$ cat src/rtl/ssd_time_decoder_pkg.sv
`default_nettype none
// Shared timer definitions: seven-segment codes ({g,f,e,d,c,b,a}, active-high),
// tracker state encoding and the BCD-to-seconds helper.
package ssd_time_decoder_pkg;

  localparam logic [6:0] SEG_ZERO  = 7'h3F;
  localparam logic [6:0] SEG_ONE   = 7'h06;
  localparam logic [6:0] SEG_TWO   = 7'h5B;
  localparam logic [6:0] SEG_THREE = 7'h4F;
  localparam logic [6:0] SEG_FOUR  = 7'h66;
  localparam logic [6:0] SEG_FIVE  = 7'h6D;
  localparam logic [6:0] SEG_SIX   = 7'h7D;
  localparam logic [6:0] SEG_SEVEN = 7'h07;
  localparam logic [6:0] SEG_EIGHT = 7'h7F;
  localparam logic [6:0] SEG_NINE  = 7'h6F;
  localparam logic [6:0] SEG_BLANK = 7'h00;

  localparam logic [11:0] SECS_MAX = 12'd3599;

  typedef enum logic [0:0] {
    ST_SEARCH = 1'b0,
    ST_TRACK  = 1'b1
  } state_e;

  // Only meaningful for a valid frame; out-of-range digits simply wrap.
  function automatic logic [11:0] bcd_to_secs(input logic [15:0] bcd);
    logic [11:0] mins;
    mins = 12'(bcd[15:12]) * 12'd10 + 12'(bcd[11:8]);
    return mins * 12'd60 + 12'(bcd[7:4]) * 12'd10 + 12'(bcd[3:0]);
  endfunction

endpackage
`default_nettype wire

$ cat src/rtl/ssd_digit_decode.sv
`default_nettype none
// ssd_digit_decode: combinational map of one seven-segment code to a BCD digit
// plus a legality flag.
module ssd_digit_decode
  import ssd_time_decoder_pkg::*;
(
  input  logic [6:0] seg_i,
  output logic       valid_o,
  output logic [3:0] bcd_o
);

  always_comb begin
    valid_o = 1'b1;
    bcd_o   = 4'd0;
    case (seg_i)
      SEG_ZERO:  bcd_o = 4'd0;
      SEG_ONE:   bcd_o = 4'd1;
      SEG_TWO:   bcd_o = 4'd2;
      SEG_THREE: bcd_o = 4'd3;
      SEG_FOUR:  bcd_o = 4'd4;
      SEG_FIVE:  bcd_o = 4'd5;
      SEG_SIX:   bcd_o = 4'd6;
      SEG_SEVEN: bcd_o = 4'd7;
      SEG_EIGHT: bcd_o = 4'd8;
      SEG_NINE:  bcd_o = 4'd9;
      default:   valid_o = 1'b0;
    endcase
  end

endmodule
`default_nettype wire

$ cat src/rtl/ssd_time_decoder.sv
`default_nettype none
// ssd_time_decoder: monitors the mm:ss seven-segment digit codes, decodes them to
// BCD and binary seconds, and flags any change that is not a legal +1 s step.
module ssd_time_decoder
  import ssd_time_decoder_pkg::*;
#(
  parameter int unsigned BLANK_TOL = 4,
  parameter int unsigned ERR_W     = 8
) (
  input  logic             clk,
  input  logic             rst_n,
  input  logic [6:0]       ssd_min_h_in,
  input  logic [6:0]       ssd_min_l_in,
  input  logic [6:0]       ssd_sec_h_in,
  input  logic [6:0]       ssd_sec_l_in,
  input  logic             clr_err,
  output logic [15:0]      bcd_time,
  output logic [11:0]      time_sec,
  output logic             time_vld,
  output logic             tick,
  output logic             mismatch,
  output logic [ERR_W-1:0] err_cnt
);

  localparam logic [3:0] BLANK_LAST = 4'(BLANK_TOL - 1);

  // Digit index 3 = min_h, 2 = min_l, 1 = sec_h, 0 = sec_l.
  logic [3:0][6:0] seg_q;
  logic [3:0]      dig_vld;
  logic [3:0][3:0] dig_bcd;

  logic            frame_valid;
  logic [11:0]     frame_secs;
  logic [11:0]     next_secs;

  state_e          state_q, state_d;
  logic [15:0]     bcd_q, bcd_d;
  logic [11:0]     secs_q, secs_d;
  logic            tick_q, tick_d;
  logic            mis_q, mis_d;
  logic [ERR_W-1:0] err_q, err_d;
  logic [3:0]      blank_q, blank_d;

  always_ff @(posedge clk or negedge rst_n) begin
    if (!rst_n) begin
      seg_q <= '0;
    end else begin
      seg_q <= {ssd_min_h_in, ssd_min_l_in, ssd_sec_h_in, ssd_sec_l_in};
    end
  end

  for (genvar i = 0; i < 4; i++) begin : g_digit
    ssd_digit_decode u_dec (
      .seg_i   (seg_q[i]),
      .valid_o (dig_vld[i]),
      .bcd_o   (dig_bcd[i])
    );
  end

  assign frame_valid = (&dig_vld) && (dig_bcd[3] <= 4'd5) && (dig_bcd[1] <= 4'd5);
  assign frame_secs  = bcd_to_secs(dig_bcd);
  assign next_secs   = (secs_q == SECS_MAX) ? 12'd0 : secs_q + 12'd1;

  always_comb begin
    state_d = state_q;
    bcd_d   = bcd_q;
    secs_d  = secs_q;
    tick_d  = 1'b0;
    mis_d   = 1'b0;
    blank_d = blank_q;
    case (state_q)
      ST_SEARCH: begin
        if (frame_valid) begin
          state_d = ST_TRACK;
          bcd_d   = dig_bcd;
          secs_d  = frame_secs;
          blank_d = 4'd0;
        end
      end
      ST_TRACK: begin
        if (frame_valid) begin
          blank_d = 4'd0;
          bcd_d   = dig_bcd;
          secs_d  = frame_secs;
          if (frame_secs == secs_q) begin
            tick_d = 1'b0;
          end else if (frame_secs == next_secs) begin
            tick_d = 1'b1;
          end else begin
            mis_d = 1'b1;
          end
        end else if (blank_q >= BLANK_LAST) begin
          // Display considered lost; keep the last time for inspection.
          state_d = ST_SEARCH;
          blank_d = 4'd0;
        end else begin
          blank_d = blank_q + 4'd1;
        end
      end
      default: state_d = ST_SEARCH;
    endcase

    if (clr_err) begin
      err_d = '0;
    end else if (mis_d && (err_q != {ERR_W{1'b1}})) begin
      err_d = err_q + ERR_W'(1);
    end else begin
      err_d = err_q;
    end
  end

  always_ff @(posedge clk or negedge rst_n) begin
    if (!rst_n) begin
      state_q <= ST_SEARCH;
      bcd_q   <= '0;
      secs_q  <= '0;
      tick_q  <= 1'b0;
      mis_q   <= 1'b0;
      err_q   <= '0;
      blank_q <= '0;
    end else begin
      state_q <= state_d;
      bcd_q   <= bcd_d;
      secs_q  <= secs_d;
      tick_q  <= tick_d;
      mis_q   <= mis_d;
      err_q   <= err_d;
      blank_q <= blank_d;
    end
  end

  assign bcd_time = bcd_q;
  assign time_sec = secs_q;
  assign time_vld = (state_q == ST_TRACK);
  assign tick     = tick_q;
  assign mismatch = mis_q;
  assign err_cnt  = err_q;

endmodule
`default_nettype wire

$ cat config.mk
export PLATFORM = sky130hd
export DESIGN_NAME = ssd_time_decoder
export DESIGN_NICKNAME = d
export VERILOG_FILES = /design/src/rtl/ssd_time_decoder_pkg.sv /design/src/rtl/ssd_digit_decode.sv /design/src/rtl/ssd_time_decoder.sv
export SDC_FILE = /design/constraint.sdc
export NUM_CORES = 1
export LEC_CHECK = 0
export CAP_MARGIN = 10
export CORE_MARGIN = 2
export CORE_UTILIZATION = 51
export DETAILED_ROUTE_END_ITERATION = 7
export PLACE_DENSITY_LB_ADDON = 0.12
export SLEW_MARGIN = 20
export SYNTH_ARGS = -nofsm -noshare
export SYNTH_HDL_FRONTEND = slang
export SYNTH_SLANG_ARGS = --single-unit
$ cat constraint.sdc
create_clock -name clk -period 7.5 [get_ports clk]
set_input_delay 1.5 -clock clk [delete_from_list [all_inputs] [get_ports clk]]
set_output_delay 1.5 -clock clk [all_outputs]
set_load 0.03 [all_outputs]
==> impl_metrics.env <==
export IMPL_vdd_ir_drop_worst_mv=0.1135
export IMPL_max_stage_delay_ns=0.54
export IMPL_grt_pass1_wl_mm=19.87
export IMPL_tritoncts_num_buffers=9
export IMPL_synth_mux_area_fraction_pct=3.031
export IMPL_clk_root_buffer_cell="clkbuf_8"
export IMPL_routabilityCongestion=0.8505
export IMPL_drive_gt1_share_pct=8.929
export IMPL_dpl_hpwl_mm=8.815
export IMPL_worst_setup_path_end_kind="flop"
export IMPL_synth_top_family_by_area="simple AND/OR/NAND/NOR gates"
export IMPL_synth_ff_latch_count=70
export IMPL_netlist_cell_type_count=62
export IMPL_slew_headroom_pct=41.16
export IMPL_timing_setup_tns_ns=0
export IMPL_synth_simple_gate_area_share_pct=22.99
export IMPL_power_per_cell_area_nw_per_um2=132.0
export IMPL_final_cells=808
export IMPL_peak_clock_frequency_supported_by_timing_mhz=141.2
export IMPL_hold_buffers=0
export IMPL_synth_seq_area_share_pct=32.64
export IMPL_via_count=4459
export IMPL_slowest_stage="fa_1"
export IMPL_total_drc_errors_in_the_routed_layout=0
export IMPL_diode_insertion_count_for_antenna_repair=0
export IMPL_first_pass_iters=4
export IMPL_synth_compound_area_share_pct=12.22
export IMPL_static_power_due_to_leakage_uw=0.003011
export IMPL_cts_num_sinks=70
export IMPL_synthesis_area_um2=5366
export IMPL_cts_reportedPaths_clkPinSlew_ns=0.09
export IMPL_floorplan_die_width_um=106.6
export IMPL_commonest_cells_after_routing_fill_and_taps_aside="dfrtp_1 (69), clkdlybuf4s50_1 (68), nand2_1 (62)"
export IMPL_async_flop_share_pct=100.0
export IMPL_grtUsageTotal_pct=21.54
export IMPL_globalRouteOverflowTotal=0
export IMPL_portion_of_the_clock_cycle_consumed_by_the_worst_path_in_the_final_layout_pct=94.41
export IMPL_syn_nets=678
export IMPL_yosysWarnings=0
export IMPL_detail_route_wirelength_mm=11.67
export IMPL_worst_endpoint_arrival_ns=7.32
export IMPL_synth_fa_ha_area_share_pct=14.74
export IMPL_design_die_area_um2=11360
export IMPL_area_growth_syn_to_layout_pct=20.54
export IMPL_finalSetupViolCount=0
export IMPL_fin_worst_hold_slack_ns=0.4849
export IMPL_placeableCoreArea_um2=10280
export IMPL_layout_min_cycle_time_ns=7.081
export IMPL_cts_tree="yes"
export IMPL_crit_path_start_kind="flop"
export IMPL_layout_commonest_cell="dfrtp_1"
export IMPL_max_slew_violation_count=0
export IMPL_nNetsFinal=751
export IMPL_number_of_core_rows=37
export IMPL_synth_enable_flop_cells=0
export IMPL_floorplan_initialDensity_pct=52.22
export IMPL_crit_path_max_fanout=11
export IMPL_max_cap_violations=0
export IMPL_syn_instance_count=594
export IMPL_die_h_um=106.6
export IMPL_average_wire_length_per_cell_after_detail_routing_um=14.44
export IMPL_hold_viol_final=0
export IMPL_run_status="finished, final reports clean"
export IMPL_first_iter_violations=195
export IMPL_vias_per_cell=5.519
export IMPL_grt_start_max_net_pins=71
export IMPL_antenna_found_initial=0
export IMPL_h_tree_levels=3
export IMPL_drt_antenna_violating_nets=0
export IMPL_yosys_most_used_dff="dfrtp_1"
export IMPL_io_buffers=69
export IMPL_worst_clock_skew_ns=0.01300
export IMPL_worstPathRequired_ns=7.74
export IMPL_first_global_vias=4228
export IMPL_post_synth_cell_area_avg_um2=9.034
export IMPL_dp_cells=788
export IMPL_io_pin_count=70
export IMPL_timing_setup_critical_path_class="flop to flop"
export IMPL_min_path_type="flop to flop"
export IMPL_utilization_pct=62.94
export IMPL_clock_path_buffers=2
export IMPL_synth_xor_area_share_pct=9.419
export IMPL_tightest_slew_ns=0.8827
export IMPL_insertion_delay_ns=0.35
## repair_timing
item	CTS	global route
pin swaps	0	3
buffers inserted	0	4
endpoints found under the setup margin	1	10
resized for setup	1	13
gates cloned	0	0
## state kept, by name, summed over array words and instances, names as in the netlist
register,flops
seg_q,28
bcd_time,16
time_sec,11
err_cnt,8
blank_q,4
mismatch,1
tick,1
time_vld,1
## final cells by class
| cell class | instances | area, um^2 |
|---|---|---|
| Fill cell | 886 | 3809 |
| Multi-Input combinational cell | 462 | 3408 |
| Sequential cell | 70 | 1753 |
| Timing Repair Buffer | 82 | 783.3 |
| Tap cell | 136 | 170.2 |
| Inverter | 42 | 157.7 |
| Clock buffer | 9 | 123.9 |
| Clock inverter | 7 | 72.57 |
## cell usage after synthesis (11+ instances only)
| library cell | number | area [um^2] |
|---|---|---|
| fa_1 | 17 | 340.3 |
| inv_1 | 42 | 157.7 |
| dfrtp_1 | 70 | 1752 |
| nand2_1 | 62 | 232.7 |
| xor2_1 | 21 | 183.9 |
| a21oi_1 | 28 | 140.1 |
| ha_1 | 36 | 450.4 |
| nor4_1 | 11 | 68.82 |
| nand3_1 | 21 | 105.1 |
| nand4_1 | 11 | 68.82 |
| and3_1 | 11 | 68.82 |
| xnor2_1 | 26 | 227.7 |
| o21ai_0 | 38 | 190.2 |
| nand2b_1 | 12 | 75.07 |
| nor2_1 | 48 | 180.2 |
## critical path: cells and delay by family, from the launching register on
family | cells | cell delay [ns]
compound gates | 9 | 1.21
xor+xnor | 3 | 0.68
fa+ha+maj | 7 | 2.47
buf+inv | 5 | 0.46
flops | 1 | 0.44
mux | 1 | 0.37
simple gates | 9 | 1.33
## path summary, 6_finish.rpt
kind                        startpoint     endpoint  slack, ns  cells after the start
hold / removal             bcd_time[6]  bcd_time[6]       0.48                      2
setup / recovery             seg_q[22]   err_cnt[0]       0.42                     34
max in group asynchronous        rst_n    seg_q[22]       5.51                      2
setup reg to reg             seg_q[22]   err_cnt[0]       0.42                     34
hold reg to reg            bcd_time[6]  bcd_time[6]       0.48                      2
min in group asynchronous        rst_n   err_cnt[5]       1.33                      2
## layer usage
metal	global-route usage, %	wire length, um
met2	35.26	5577
met5	0	0
met1	30.35	5491
met3	3.222	461
met4	5.102	134
## power by group
part	switching (uW)	internal, uW	leakage (uW)
logic	75.5	68.0	0.00200
clock network	157	154	0.0000956
registers	13.8	386	0.000912
## per-stage QoR
stage / area, um^2 / setup slack [ns] / total power [uW]
CTS: 6386 / 0.03068 / 860.5
finish: 6469 / 0.4192 / 853.8
detailed placement: 6181 / 0.02678 / 545.8
floorplan: 5366 / 0.08570 / 500.8
global route: 6469 / -0.003798 / 896.5
global placement: 6181 / 0.1965 / 541.9
## logic make-up after synthesis
group | after synthesis
and+or+nand+nor | 236
adders and majority gates | 53
buffers and inverters | 62
DFF | 70
AOI/OAI and AO/OA | 107
muxes | 15
xor gates and xnor gates | 51
Note: power is estimated with default switching activity, not from simulation.
